`config.mk`:
```
export PLATFORM = sky130hd
export DESIGN_NAME = fetch_line_buffer
export DESIGN_NICKNAME = d
export VERILOG_FILES = /design/src/rtl/fetch_line_buffer.sv
export SDC_FILE = /design/constraint.sdc
export NUM_CORES = 1
export LEC_CHECK = 0
export CORE_MARGIN = 1
export CORE_UTILIZATION = 48
export CTS_CLUSTER_DIAMETER = 200
export DETAILED_ROUTE_END_ITERATION = 8
export PLACE_DENSITY = 0.76
export SLEW_MARGIN = 20
export SYNTH_ARGS = -nofsm -noshare
export SYNTH_HDL_FRONTEND = slang
export SYNTH_SLANG_ARGS = --single-unit
export TNS_END_PERCENT = 10
```
`constraint.sdc`:
```
create_clock -name clk -period 2.65 [get_ports clk]
set_clock_uncertainty 0.2 [all_clocks]
set_input_delay 0.3975 -clock clk [delete_from_list [all_inputs] [get_ports clk]]
set_output_delay 0.3975 -clock clk [all_outputs]
set_load 0.02 [all_outputs]
```
`src/rtl/fetch_line_buffer.sv`:
```
// Single-line instruction prefetch buffer: zero-latency hits, in-order line refill on a miss.
// Refill stalls fetch (fetch_ready low) for 1 + LINE_WORDS + memory wait cycles; memory backpressure via mem_ready.
module fetch_line_buffer #(
  parameter int LINE_WORDS = 4
) (
  input  logic        clk,
  input  logic        reset,
  input  logic [31:0] fetch_address,
  output logic [31:0] fetch_data,
  output logic        fetch_ready,
  input  logic        flush,
  output logic        mem_req,
  output logic [31:0] mem_addr,
  input  logic        mem_ready,
  input  logic [31:0] mem_rdata
);

  localparam int CNT_BITS    = $clog2(LINE_WORDS);
  localparam int OFFSET_BITS = CNT_BITS + 2;
  localparam int TAG_BITS    = 32 - OFFSET_BITS;
  localparam logic [CNT_BITS-1:0] LAST_WORD = CNT_BITS'(LINE_WORDS - 1);

  typedef enum logic {IDLE, REFILL} state_t;

  state_t              state;
  logic                line_valid;
  logic [TAG_BITS-1:0] line_tag;
  logic [31:0]         line_data [LINE_WORDS];
  logic [CNT_BITS-1:0] cnt;
  logic                flush_pending;

  logic [TAG_BITS-1:0] fetch_tag;
  logic [CNT_BITS-1:0] fetch_word;
  logic                hit;
  logic                beat;
  logic                unused_addr_bits;

  assign fetch_tag        = fetch_address[31:OFFSET_BITS];
  assign fetch_word       = fetch_address[OFFSET_BITS-1:2];
  assign unused_addr_bits = ^fetch_address[1:0];

  assign hit  = line_valid && (line_tag == fetch_tag);
  assign beat = mem_req && mem_ready;

  assign fetch_ready = (state == IDLE) && hit && !flush;
  assign fetch_data  = line_data[fetch_word];

  always_ff @(posedge clk) begin
    if (reset) begin
      state         <= IDLE;
      line_valid    <= 1'b0;
      line_tag      <= '0;
      cnt           <= '0;
      flush_pending <= 1'b0;
      mem_req       <= 1'b0;
      mem_addr      <= '0;
    end else begin
      case (state)
        IDLE: begin
          // A flush only invalidates; the refill follows from the miss it causes next cycle.
          if (flush) begin
            line_valid <= 1'b0;
          end else if (!hit) begin
            state      <= REFILL;
            line_tag   <= fetch_tag;
            line_valid <= 1'b0;
            cnt        <= '0;
            mem_req    <= 1'b1;
            mem_addr   <= {fetch_tag, {OFFSET_BITS{1'b0}}};
          end
        end
        REFILL: begin
          if (flush) flush_pending <= 1'b1;
          if (beat) begin
            cnt      <= cnt + CNT_BITS'(1);
            mem_addr <= mem_addr + 32'd4;
            if (cnt == LAST_WORD) begin
              // The line is kept only if no flush arrived at any point during its refill.
              mem_req       <= 1'b0;
              state         <= IDLE;
              line_valid    <= !(flush_pending || flush);
              flush_pending <= 1'b0;
            end
          end
        end
        default: state <= IDLE;
      endcase
    end
  end

  always_ff @(posedge clk) begin
    if (!reset && state == REFILL && beat) line_data[cnt] <= mem_rdata;
  end

endmodule

```
# Word level (Yosys, flattened, before mapping)
# Memories as Yosys holds them, arrays and structs flattened.
# Cells that the tools add are included.
[word_totals]
out_inout_bits = 66
ram_bits = 128
input_bits = 68
mem_count = 1
ff_bits = 66
wordCells = 62
[op_classes]
addsub = 2
muxes = 28
n_bitwise = 3
reduce_logical = 14
eq_ne = 7
[memory_table]
columns = ["memory", "words", "word_bits", "rd", "rd_ports_with_merged_regs", "wr", "line_no", "source"]
rows = [
  ["line_data", 4, 32, 1, 0, 1, "28", "logic [31:0] line_data [LINE_WORDS];"],
]
[op_table]
columns = ["cell", "count"]
rows = [
  ["32-bit two-way mux", 3],
  ["32-bit one-hot mux with 2 select lines", 1],
  ["32-bit by 3-bit adder with 32-bit output (second input constant)", 1],
  ["28-bit equality test", 1],
  ["1-bit two-way mux", 17],
  ["3-bit AND reduction", 3],
  ["1-bit logical AND", 6],
  ["2-bit two-way mux", 3],
  ["1-bit one-hot mux with 2 select lines", 3],
  ["2-bit by 1-bit != test with 1-bit output (second input constant)", 2],
  ["2-bit != test (second input constant)", 2],
  ["2-bit one-hot mux with 2 select lines", 1],
  ["4-bit AND reduction", 1],
  ["1-bit zero test", 3],
  ["3-bit != test (second input constant)", 1],
  ["1-bit NOT", 3],
  ["2-bit by 1-bit adder with 2-bit output (second input constant)", 1],
  ["2-bit equality test (second input constant)", 1],
  ["1-bit logical OR", 1],
]

# Depth between registers and ports, before layout
# Gate-level depths: netlist (run 1).
[logic_depth]
depth_word = 5
ltp_mapped = 10
depth_no_buf = 8

# Worst setup path before layout (run 1)
# Ideal clock, no wire load.
[synth_path]
kind = "input-to-output"
from = "input fetch_address[19]"
to = "output fetch_ready"
t_arrival_ps = 2277
slack_ps = -225
cell_stages = 6
path_cell_list = "inv_1 -> a22o_1 -> or4_1 -> or4_1 -> buf_2 -> nor3_1"
[synth_between]
elab_chain_cells = 4
[synth_rtl]
columns = ["item", "line_no", "source"]
rows = [
  ["start, declared", "8", "input logic [31:0] fetch_address,"],
  ["28-bit equality test", "42", "assign hit = line_valid && (line_tag == fetch_tag);"],
  ["1-bit logical AND", "42", ""],
  ["1-bit logical AND (2 in series)", "45", "assign fetch_ready = (state == IDLE) && hit && !flush;"],
  ["end, declared", "10", "output logic fetch_ready,"],
]
# Every way passes these cells.

# Worst setup path after layout (run 1)
[layout_path]
from = "input fetch_address[13]"
to = "output fetch_ready"
# The elaborated chain is that of the path after synthesis.

==> results of run 1 <==
==> per-layer routing <==
metal / vias up / global-route usage, % / part of all wire (%)
met5: - / 0 / 0
met4: 0 / 9.669 / 2.5
met3: 49 / 5.660 / 8.3
met2: 274 / 40.55 / 49
met1: 2872 / 29.40 / 40
li1: 2727 / - / -
==> what timing repair did <==
item                                   4_1_cts  5_1_grt
cloned                                       2        1
setup buffers                                3        2
endpoints found under the hold margin        0        0
setup endpoints to repair                   84       74
pin swaps                                   11        4
gates resized for setup                     51       20
==> area by class of cell <==
class | count | area [um2] | share of cell area [%]
Clock buffer | 19 | 432.9 | 4.052
Clock inverter | 13 | 103.9 | 0.9719
Inverter | 17 | 63.81 | 0.5972
Multi-Input combinational cell | 373 | 2739 | 25.63
Sequential cell | 192 | 5131 | 48.02
Tap cell | 216 | 270.3 | 2.529
Timing Repair Buffer | 195 | 1944 | 18.20
==> flip-flops by register name, summed over array words and instances, names as in the netlist <==
name           count
flush_pending      1
mem_addr          30
line_valid         1
cnt                2
mem_req            1
state              1
line_data        128
line_tag          28
==> worst min-delay path: stages <==
cell and delay (ns):
dlygate4sd2_1 0.26, nand2_2 0.09, a21oi_1 0.06
==> final timing paths <==
kind                             start                         to
max                  fetch_address[13]                fetch_ready
min                  fetch_address[17]  mem_addr[17]$_SDFFE_PP0P_
max reg2reg   line_tag[0]$_SDFFE_PP0P_  line_tag[14]$_SDFFE_PP0P_
min reg2reg  line_tag[24]$_SDFFE_PP0P_  line_tag[24]$_SDFFE_PP0P_
==> placed cells by master (no fill, tap or decap), types with 5 or more instances in the layout <==
cell type        synthesis  final
dlygate4sd2_1            0     28
buf_4                    2     51
nor4_1                   7      6
dfxtp_2                  0      5
nand4_1                 14     14
clkdlybuf4s50_1          0     87
mux4_2                  32     32
a21oi_1                 59     59
nand3_1                 20     20
nor2_1                  22     22
nand2_1                 86     80
nand2_2                  0      6
inv_1                   17     17
dfxtp_1                 64     59
nor3_1                  17     16
dlymetal6s2s_1           0     11
clkbuf_16                0     18
o22ai_1                  5      5
edfxtp_1               128    128
buf_12                   0     10
o21ai_0                 13     10
o211ai_1                 5      5
a31oi_1                  8      8
xor2_1                  16     16
ha_1                     5      5
==> cell families (layout without fill, tap and decap cells) <==
kind of cell / after synthesis / after routing
buf+inv: 54 / 244
compound gates: 126 / 126
simple gates: 186 / 187
flops: 192 / 192
mux: 32 / 32
fa+ha+maj: 5 / 5
xor+xnor: 21 / 21
other cells: 1 / 2
==> metrics by stage <==
| stage | cell area, um2 | utilization [%] |
|---|---|---|
| 2_1_floorplan | 8038 | - |
| 3_3_place_gp | 9973 | 62.11 |
| 3_5_place_dp | 9973 | 62.11 |
| 4_1_cts | 10590 | 65.94 |
| 5_1_grt | 10690 | 66.54 |
| 6_report | 10690 | 66.54 |
==> power breakdown <==
| group | switching, mW | total (mW) | leakage [nW] | internal [mW] |
|---|---|---|---|---|
| clock | 1.14 | 2.36 | 0.249 | 1.22 |
| combinational | 0.412 | 0.810 | 1.86 | 0.398 |
| sequential | 0.0723 | 3.33 | 1.68 | 3.26 |
| total | 1.63 | 6.50 | 3.78 | 4.87 |
==> results.md, run 1 <==
- Peak supply drop: between 0.4 and 0.5 mV
- Arrival time of the worst setup path: between 2 and 2.5 ns
- Vias in the first global route: approximately 6,000
- CTS buffer count: 17
- Initial Util: between 40% and 50%
- Status: finished with violations
- Hold slack final: around 0.23 ns
- I/O Pins: ~130
- Cell area after synthesis: 7985 um2
- DRC Markers: 0
- Cell variety after synth: around 50
- WP data required: 2.05 ns
- DPL Wire Length: 13.04 mm
- Max frequency: between 300 and 400 MHz
- Post-synthesis adder-cell area fraction: less than 1%
- Total power: 6.502 mW
- Number of H-tree levels: 4
- Grt total ovfl: 0
- Final worst path period share: 115.6%
- First-pass detailed-route iteration total: 5
- Top-area cell type share of the netlist area: 48.14%
- CP Buf/Inv Count: 2
- Fin Setup TNS: -7.024 ns
- Clock tree from TritonCTS: done
- CP max-delay cell: or4_4
- Crit. End Element: primary output
- Post-DRT Antenna Nets: 0
- Worst Tran Pin Value: 0.6989 ns
- ANT cells: 0
- Count leader, synth: edfxtp_1
- First-pass GRT wire length: ~30 mm
- Cells after DPL: ~1,000
- Vias post-DR: just under 6,000
- Cells after synthesis: ~620
- RSZ-0062 raised after global routing: yes
- Static Leak: ~3.8 nW
- Max-slew violation count: 0
- Die area: between 15,000 and 20,000 um2
- Worst min-delay path class: in -> reg
- Post-synthesis mux area share: a little under a tenth
- Failing checks: negative setup slack
- Largest net degree at the start of global routing: 64
- EDFF count, synth: between 100 and 150
- Cell Rows: 46
- Worst r2r path cells: 10
- Synth Area in Simple Gates: between 10% and 20%
- Finish-stage setup viols: just over 60
- Dpl ws: -1.053 ns
- Initial antenna violation count: 0
- Worst-skew pair later-pin latency: 0.43 ns
- Vias per cell: slightly below 6
- Largest cells by area after synthesis: edfxtp_1 (48%), dfxtp_1 (16%), mux4_2 (9.0%), nand2_1 (4.0%), a21oi_1 (3.7%)
- Root Buffer: clkbuf_16
- Yosys reg bits: between 150 and 200
- Area fraction in compound gates after synthesis: roughly a tenth
- Core area: 16,060 um2
- GRT Total Usage: 23.87%
- Crit path launch type: input pin
- Slack of the worst reg-to-reg path: -0.17 ns
- Final Wtd Congestion: slightly above 0.9
- Nets: approximately 870
- Port Buffers: 129
- Sink Count: 192
- Filler Cells Inserted: approximately 1,100
- Per-cell routed wire length: a little under 20 um
- Fin cells: 1,025
- Clock Path Buffers: 2
- Die X: 131.0 um
- Worst-path clk slew: around 0.070 ns
- Crit. path cell count: 6
- PD cells: about 600 nW/um2
- Final worst path period need: 3.064 ns
- DIE HEIGHT: ~130 um
- Initial drt markers: between 500 and 600
- Max_slew headroom: a little over half
- Worst path cell trace: clkdlybuf4s50_1, xor2_1, or4_1, or4_4, nor3_4, buf_6
- Wirelength, routed: between 15 and 20 mm
- Dominant cell type by area after synthesis: edfxtp_1
- Main combinational cell family by area after synthesis: simple AND/OR/NAND/NOR gates
- FFs w/ async S/R, synth: 0%
- PnR worst setup slack: -0.4138 ns
- Ys flop type: edfxtp_1
- Ratio of cells with drive above 1 in the final layout: approximately 20%
- Most instantiated cells after synthesis: edfxtp_1 (128), nand2_1 (86), dfxtp_1 (64)
- Post-synthesis sequential area ratio: 64.18%
- Post-synthesis xor/xnor area fraction: under 10%
- Area growth syn-to-layout: 33.81%
- Syn. warnings: 0
- Worst hold stages: 3
- Syn_area_per_cell: between 10 and 15 um2
- Max incr delay on CP: just under 0.6 ns
- Critical path class: in -> out
- Cell family with most CP delay: simple AND/OR/NAND/NOR gates
- Worst Path Max Fanout: 2
- Max-capacitance violation count: 0
- Fin. Hold Viols: 0
- Cts hold-fix bufs: 0
(Power assumes the default switching activity.)
==> inputs of run 2 (changes only) <==
--- a/config.mk
+++ b/config.mk
@@ -5,6 +5,7 @@
 export SDC_FILE = /design/constraint.sdc
 export NUM_CORES = 1
 export LEC_CHECK = 0
+export CAP_MARGIN = 10
 export CORE_MARGIN = 1
 export CORE_UTILIZATION = 48
 export CTS_CLUSTER_DIAMETER = 200
==> constraint.sdc (replaced) <==
create_clock -name clk -period 2.65 [get_ports clk]
set_clock_uncertainty 0.2 [all_clocks]
set_input_delay 0.6625 -clock clk [delete_from_list [all_inputs] [get_ports clk]]
set_output_delay 0.6625 -clock clk [all_outputs]
set_load 0.02 [all_outputs]
==> run 2 against run 1 <==
Net effect:
- the flow still finishes with violations (negative setup slack)
- critical path depth did not move
- clock power rose by 5%
- setup slack got worse by 0.25 ns
- power rose by 2.6%
- sequential power barely moved
- critical path type is now reg -> out
- sequential share of layout area fell by 0.90 points
- utilization rose by 1.2 points
==> results.md, run 2 (synthesized netlist as in run 1, its figures left out) <==
- RSZ-0062 raised after global routing: yes
- Cell Rows: 46
- Port Buffers: 129
- I/O Pins: between 100 and 150
- Post-route cell area: 10,880 um2
- Cts hold-fix bufs: 0
- Finish-stage setup viols: 64
- Final Wtd Congestion: between 0.9 and 1
- Clock tree from TritonCTS: done
- Max-capacitance violation count: 0
- Static Leak: ~3.9 nW
- First-pass detailed-route iteration total: 6
- Worst min-delay path class: reg -> reg
- PD cells: between 600 and 700 nW/um2
- WP data required: 1.79 ns
- Commonest non-fill, non-tap cell in the layout: edfxtp_1
- Fin. Hold Viols: 0
- Critical path class: reg -> out
- Vias in the first global route: approximately 6,000
- Cells after DPL: between 900 and 1,000
- Die X: around 130 um
- Initial Util: 49.73%
- Per-cell routed wire length: 20.11 um
- Clock Path Buffers: 2
- GRT Total Usage: about a quarter
- Initial drt markers: between 800 and 900
- Crit. End Element: primary output
- Failing checks: negative setup slack
- CTS buffer count: 17
- Fin cells: about 1,000
- Worst-path clk slew: approximately 0.08 ns
- Root Buffer: clkbuf_16
- Hold slack final: about 0.27 ns
- Worst Tran Pin Value: approximately 0.77 ns
- DRC Markers: 0
- Nets: between 800 and 900
- Number of H-tree levels: 4
- Initial antenna violation count: 0
- Final worst path period need: about 3.3 ns
- Ratio of cells with drive above 1 in the final layout: between 20% and 30%
- Vias per cell: 5.861
- Worst-skew pair later-pin latency: between 0.4 and 0.5 ns
- Regs by FF count: line_data x128, mem_addr x30, line_tag x28
- Final worst path period share: 125.1%
- Die area: about 17,000 um2
- Most frequent cells in the layout: edfxtp_1 (128), nand2_1 (77), clkdlybuf4s50_1 (69), dfxtp_1 (62), a21oi_1 (55)
- Arrival time of the worst setup path: ~2.5 ns
- Peak supply drop: 0.4257 mV
- Status: finished with violations
- Area growth syn-to-layout: 36.26%
- Slack of the worst reg-to-reg path: -0.59 ns
- Largest net degree at the start of global routing: 64
- Crit path launch type: flop
- Reg with most FFs: line_data
- Sink Count: about 190
- Max_slew headroom: ~50%
- Max-slew violation count: 0
- Wirelength, routed: roughly 21 mm
- Post-DRT Antenna Nets: 0
- Largest register FFs: between 100 and 150
- First-pass GRT wire length: around 31 mm
- Core area: 16,060 um2
- Worst Path Max Fanout: 2
- Grt total ovfl: 0
- Placed standard-cell area: ~10,000 um2
- DIE HEIGHT: roughly 130 um
- PnR worst setup slack: -0.6660 ns
- DPL Wire Length: about 13 mm
- Final core utilization: between 60 and 70%
- Max frequency: 301.6 MHz
- Vias post-DR: between 6,000 and 7,000
run 2: cell count changes in the layout (fill, tap and decap cells not counted), moves of 5 or more:
cell / change
dlygate4sd2_1: -19
clkbuf_2: +5
buf_2: +35
buf_6: +9
clkdlybuf4s50_1: -18
dlymetal6s2s_1: -6
run 2: critical path, cell delays in order, from the launching register on:
cell and delay (ns):
dfxtp_2 0.35, inv_2 0.04, a22o_1 0.20, or4_4 0.48
or4_4 0.57, nor3_4 0.23, buf_6 0.15
run 2: what timing repair did:
action,in CTS,in global routing
setup buffers,6,4
gates resized for setup,205,45
pin swaps,16,26
gates cloned,5,1
setup endpoints to repair,96,68
run 2: layout make-up:
| type | count | area (um2) |
|---|---|---|
| Clock inverter | 15 | 158.9 |
| Fill cell | 1131 | 5177 |
| Antenna cell | 1 | 2.502 |
| Multi-Input combinational cell | 374 | 2889 |
| Clock buffer | 17 | 425.4 |
| Tap cell | 216 | 270.3 |
| Timing Repair Buffer | 209 | 1943 |
| Sequential cell | 192 | 5127 |
| Inverter | 17 | 63.81 |
run 2: report_power, final:
part	leakage (nW)	internal (mW)	switching, mW
Sequential	1.68	3.25	0.0790
Clock	0.278	1.27	1.22
Combinational	1.92	0.413	0.442
Total	3.88	4.93	1.74
run 2: metal layers:
layer / track usage (%) / vias to the layer above / wire (um)
met3: 6.393 / 40 / 1749
met5: 0 / - / 0
li1: - / 2761 / -
met2: 42.42 / 299 / 10600
met1: 30.63 / 3001 / 8193
met4: 7.640 / 0 / 389
run 2: metrics by stage:
stage	setup TNS (ns)	setup WS [ns]	total power [mW]
after global routing	-32.16	-0.7379	6.900
after global placement	-76.88	-1.559	4.156
after detailed placement	-79.27	-1.591	4.176
final	-28.13	-0.6660	6.671
after CTS	-19.00	-0.6912	6.678
after floorplan	-44.13	-0.4483	3.757
run 2: final timing paths:
check / startpoint / to / cells after the start
setup reg to reg: line_tag[19]$_SDFFE_PP0P_ / mem_addr[31]$_SDFFE_PP0P_ / 14
hold reg to reg: line_tag[21]$_SDFFE_PP0P_ / line_tag[21]$_SDFFE_PP0P_ / 2
setup / recovery: line_tag[19]$_SDFFE_PP0P_ / fetch_ready / 6
hold / removal: line_tag[21]$_SDFFE_PP0P_ / line_tag[21]$_SDFFE_PP0P_ / 2
==> inputs of run 3 (changes only) <==
--- a/config.mk
+++ b/config.mk
@@ -6,7 +6,6 @@
 export NUM_CORES = 1
 export LEC_CHECK = 0
 export CAP_MARGIN = 10
-export CORE_MARGIN = 1
 export CORE_UTILIZATION = 48
 export CTS_CLUSTER_DIAMETER = 200
 export DETAILED_ROUTE_END_ITERATION = 8
==> results of run 3 <==
Final layout, timing and power as in run 2 (identical DEF).
==> RTL edit 1, RTL diff (config.mk and constraints of run 3) <==
`LINE_WORDS`: 4 -> 2.
--- a/src/rtl/fetch_line_buffer.sv
+++ b/src/rtl/fetch_line_buffer.sv
@@ -1,7 +1,7 @@
 // Single-line instruction prefetch buffer: zero-latency hits, in-order line refill on a miss.
 // Refill stalls fetch (fetch_ready low) for 1 + LINE_WORDS + memory wait cycles; memory backpressure via mem_ready.
 module fetch_line_buffer #(
-  parameter int LINE_WORDS = 4
+  parameter int LINE_WORDS = 2
 ) (
   input  logic        clk,
   input  logic        reset,
Formal check against the unedited RTL: not equivalent (Yosys sat finds a counterexample within 4 cycles, from zero or initial values and one cycle with reset high).
==> RTL edit 1 against run 3 <==
- the run still ends with setup timing left
- design area down 22%
- sequential cell count fell by 64
- register-to-register slack better by 780 ps
- synthesized area down 26%
- sequential share of layout area is 9.4 points lower
- fmax rose by 23%
- wire length fell by 25%
- worst setup slack gained 620 ps
- clock power is 4% lower
- power shrank 20%
- worst hold slack better by 17 ps
==> RTL edit 1: results (changes against run 3) <==
Psw=0.00126 W (-28%); Hold Path Sink=line_tag[8]$_SDFFE_PP0P_; P_leak=3.24 nW (-17%); DRT iter0 DRCs=494 (-39%); Min Hold Slack=285 ps (+16.7 ps); met2 WL=7.50 mm (-29%); mux cell area share after synthesis=12.0% (+2.9 points); Post-CTS Setup Inserts=4 (-2); Max Fanout on Critical Path=3 (+1); placed cell area=7810 sq um (-22%); GRT met3 Usage=6.53% (+0.14 points); gr usage total=25.7% (+1.0 points); Critical R2R Capture=mem_addr[5]$_SDFFE_PP0P_; commonest cells in the netlist=dfxtp_1 (64), edfxtp_1 (64), nor2_1 (45); status=finished with violations; Worst-path clk slew=50 ps (-30 ps); fraction of layout cells with a size suffix above 1=25.7% (-4.0 points); crit path DAT=1830 ps (-620 ps); violated checks=setup timing; XOR/XNOR share of the synthesized area=4.32% (+2.0 points); final setup violation count=4 (-94%); DRT Pass-1 Iters=5 (-1); via count=4985 (-18%); met3 WL=1.02 mm (-42%); VDD IR-drop max=0.000358 V (-16%); first-pass GRT wire length=25.1 mm (-20%); number of cells after detailed placement=838 (-16%); Seq/Total Area, Yosys=54.4% (-9.7 points); Fin Setup TNS=-50.0 ps (+28080 ps); DRT met1 WL=6.64 mm (-19%); compound-cell area share of the yosys netlist=11.1% (+1.2 points); dpl ws=-938 ps (+653 ps); met2 Use GR=41.9% (-0.49 points); final worst slack=-45.6 ps (+620 ps); largest net degree at the start of global routing=39 (-39%); Post-Synthesis Cells=527 (-15%); number of synthesized flops with an enable pin=64 (-50%); nets=784 (-11%); met1 usage=32.1% (+1.5 points); Resized cells post-CTS=134 (-35%); ANT cells=0 (-1); GPL Wtd Cong=0.929 (-1.4%); Slew HR=61.2% (+12 points); Synth area leaders=edfxtp_1 (33%), dfxtp_1 (22%), mux2_2 (6.5%); Post-DP HPWL=10.8 mm (-20%)
==> RTL edit 1: power by group through the flow <==
stage	combinational (W)	sequential [W]	clock (W)
final	0.000729	0.00223	0.00237
after global routing	0.000780	0.00224	0.00250
after CTS	0.000724	0.00223	0.00240
after detailed placement	0.000717	0.00227	0
after global placement	0.000704	0.00226	0
after floorplan	0.000317	0.00229	0
==> RTL edit 1: worst max path at each step <==
stage,endpoint,cells past startpoint,startpoint
final,fetch_ready,6,fetch_address[31]
after global routing,fetch_ready,6,fetch_address[12]
after CTS,fetch_ready,6,fetch_address[10]
after detailed placement,fetch_ready,6,fetch_address[22]
after global placement,fetch_ready,6,fetch_address[22]
after floorplan,line_data[1][0]$_DFFE_PP_,4,mem_ready
==> RTL edit 1: final cells by class <==
type,count,area (sq um)
multi-input combinational,361,2650
clock inverter,13,169
inverter,4,18.8
sequential,128,3200
clock buffer,19,433
tap,147,184
fill,887,3480
timing repair buffer,203,1820
==> RTL edit 2, RTL diff (settings of run 3) <==
Made on the original files. Reset style: asynchronous (`reset`), changed in one clocked block.
--- a/src/rtl/fetch_line_buffer.sv
+++ b/src/rtl/fetch_line_buffer.sv
@@ -45,7 +45,7 @@
   assign fetch_ready = (state == IDLE) && hit && !flush;
   assign fetch_data  = line_data[fetch_word];
 
-  always_ff @(posedge clk) begin
+  always_ff @(posedge clk or posedge reset) begin
     if (reset) begin
       state         <= IDLE;
       line_valid    <= 1'b0;
Function: differs if reset is asserted again (counterexample within 4 cycles, from zero or initial values and one cycle with reset high); with reset held inactive, the same outputs for 4 cycles.
==> RTL edit 2 against run 3 <==
- the flow still finishes with violations (setup timing)
- global-route usage down 2.0 points
- sequential cell count is the same
- core utilization shrank 1.8 points
- worst setup slack gained 410 ps
- synthesized area grew 3.3%
- wire length shrank 7.9%
- design area up 1.2%
- die area up 3.2%
- critical path type is now input pin to output port
- highest routed layer is now met5
Power is not compared: it rests on default switching activity, and its combinational part moved more than twofold at a synthesized area within 25%.
==> RTL edit 2: results (changes against run 3) <==
mux cell area share after synthesis=13.7% (+4.6 points); Hold Path Class=input pin to async pin; fin crit share=110% (-15 points); first-pass GRT wire length=30.1 mm (-4.0%); Slew HR=44.6% (-4.4 points); Worst-path clk slew=80 ps (about the same); violated checks=setup timing; met2 Use GR=36.7% (-5.7 points); commonest cells in the netlist=edfxtp_1 (128), dfrtp_1 (64), mux4_2 (32); status=finished with violations; vias per cell=5.65 (-3.5%); clock tree buffer depth=2 (unchanged); number of global-route vias before repair=5452 (-7.8%); met1 usage=29.9% (-0.74 points); Max Fanout on Critical Path=2 (unchanged); compound-cell area share of the yosys netlist=6.25% (-3.7 points); Seq/Total Area, Yosys=66.0% (+1.8 points); number of cells after detailed placement=916 (-7.7%); Synth Area in Adders=0.758% (-0.025 points); dpl ws=-1030 ps (+557 ps); Post-Synthesis Cells=526 (-15%); fraction of layout cells with a size suffix above 1=32.4% (+2.7 points); pwr dens=956 nW/um^2; synth warn=0 (unchanged); Psw=0.00363 W; worst skew pair latency=430 ps (about the same); DRT iter0 DRCs=552 (-32%); register share of total power=41.7%; Routed WL per cell=20.1 um (about the same); Synth area leaders=edfxtp_1 (47%), dfrtp_1 (19%), mux4_2 (8.7%); uppermost layer routed=met5; largest net degree at the start of global routing=63 (-1.6%); XOR/XNOR share of the synthesized area=2.97% (+0.67 points); antenna violations before repair=2 (+2); gr usage total=22.7% (-2.0 points); IO Port Bufs=129 (unchanged); DRT met1 WL=7.99 mm (-2.5%); met2 WL=9.52 mm (-10%); htree depth=4 (unchanged); placed cell area=10300 sq um (+2.6%); post-synth cell types=55 (+12%); async set or reset register ratio after synthesis=33.3% (+33 points); clk root buf=clkbuf_16; final setup violation count=1 (-98%); crit path DAT=2050 ps (-400 ps); Comb pwr share=33.3%; nets=798 (-9.7%); Post-DP HPWL=13.1 mm (-2.7%); Fin Setup TNS=-258 ps (+27870 ps); final worst slack=-258 ps (+408 ps); GPL Wtd Cong=0.855 (-9.2%); number of synthesized flops with an enable pin=128 (unchanged); GRT met3 Usage=6.02% (-0.38 points); CTS Buf Count=17 (unchanged); met3 WL=1.49 mm (-15%); VDD IR-drop max=0.000577 V; Detailed Route WL=19.3 mm (-7.9%); DRT Pass-1 Iters=8 (+2); P_leak=4.16 nW
==> RTL edit 2: changes by cell type after synthesis, sizes merged, moves of 9 or more <==
cell,delta
a21oi,-57
a221o,+12
and3,+9
clkbuf,-11
dfrtp,+64
dfxtp,-64
mux2,+29
nand2,-59
nor2,-11
xnor2,+20
xor2,-13
==> RTL edit 2: critical path: stages <==
cell and delay (ps):
dlygate4sd2_1 250, xnor2_1 160, nand2_1 130, nor4_4 280, nand3_1 140, nor3_2 150, buf_4 150, buf_6 110
==> RTL edit 2: cell type report <==
type                    count  area, sq um
inverters                  16         63.8
clock buffers              17          425
repair buffers            207         1880
diodes                      1         2.50
clock inverters            15          194
multi-input cells         291         2730
well taps                 220          275
flip-flops and latches    192         5450
fillers                  1188         5690
==> RTL edit 2: what timing repair did <==
item / 4_1_cts / 5_1_grt
endpoints found under the hold margin: 0 / 0
pin swaps: 25 / 18
endpoints found under the setup margin: 36 / 50
gates cloned: 2 / 2
setup buffers: 3 / 6
resized for setup: 173 / 40
==> RTL edit 2: final timing paths <==
| path | slack (ps) | depth (start not counted) | from | to |
|---|---|---|---|---|
| max | -260 | 8 | fetch_address[20] | fetch_ready |
| min | 280 | 2 | reset | cnt[1]$_DFFE_PP0P_ |
| max reg2reg | 90 | 11 | line_tag[9]$_DFFE_PP0P_ | mem_addr[17]$_DFFE_PP0P_ |
| min reg2reg | 340 | 1 | line_tag[14]$_DFFE_PP0P_ | line_tag[14]$_DFFE_PP0P_ |
| max in group asynchronous | 950 | 3 | reset | mem_addr[19]$_DFFE_PP0P_ |
| min in group clk | 340 | 1 | line_tag[14]$_DFFE_PP0P_ | line_tag[14]$_DFFE_PP0P_ |
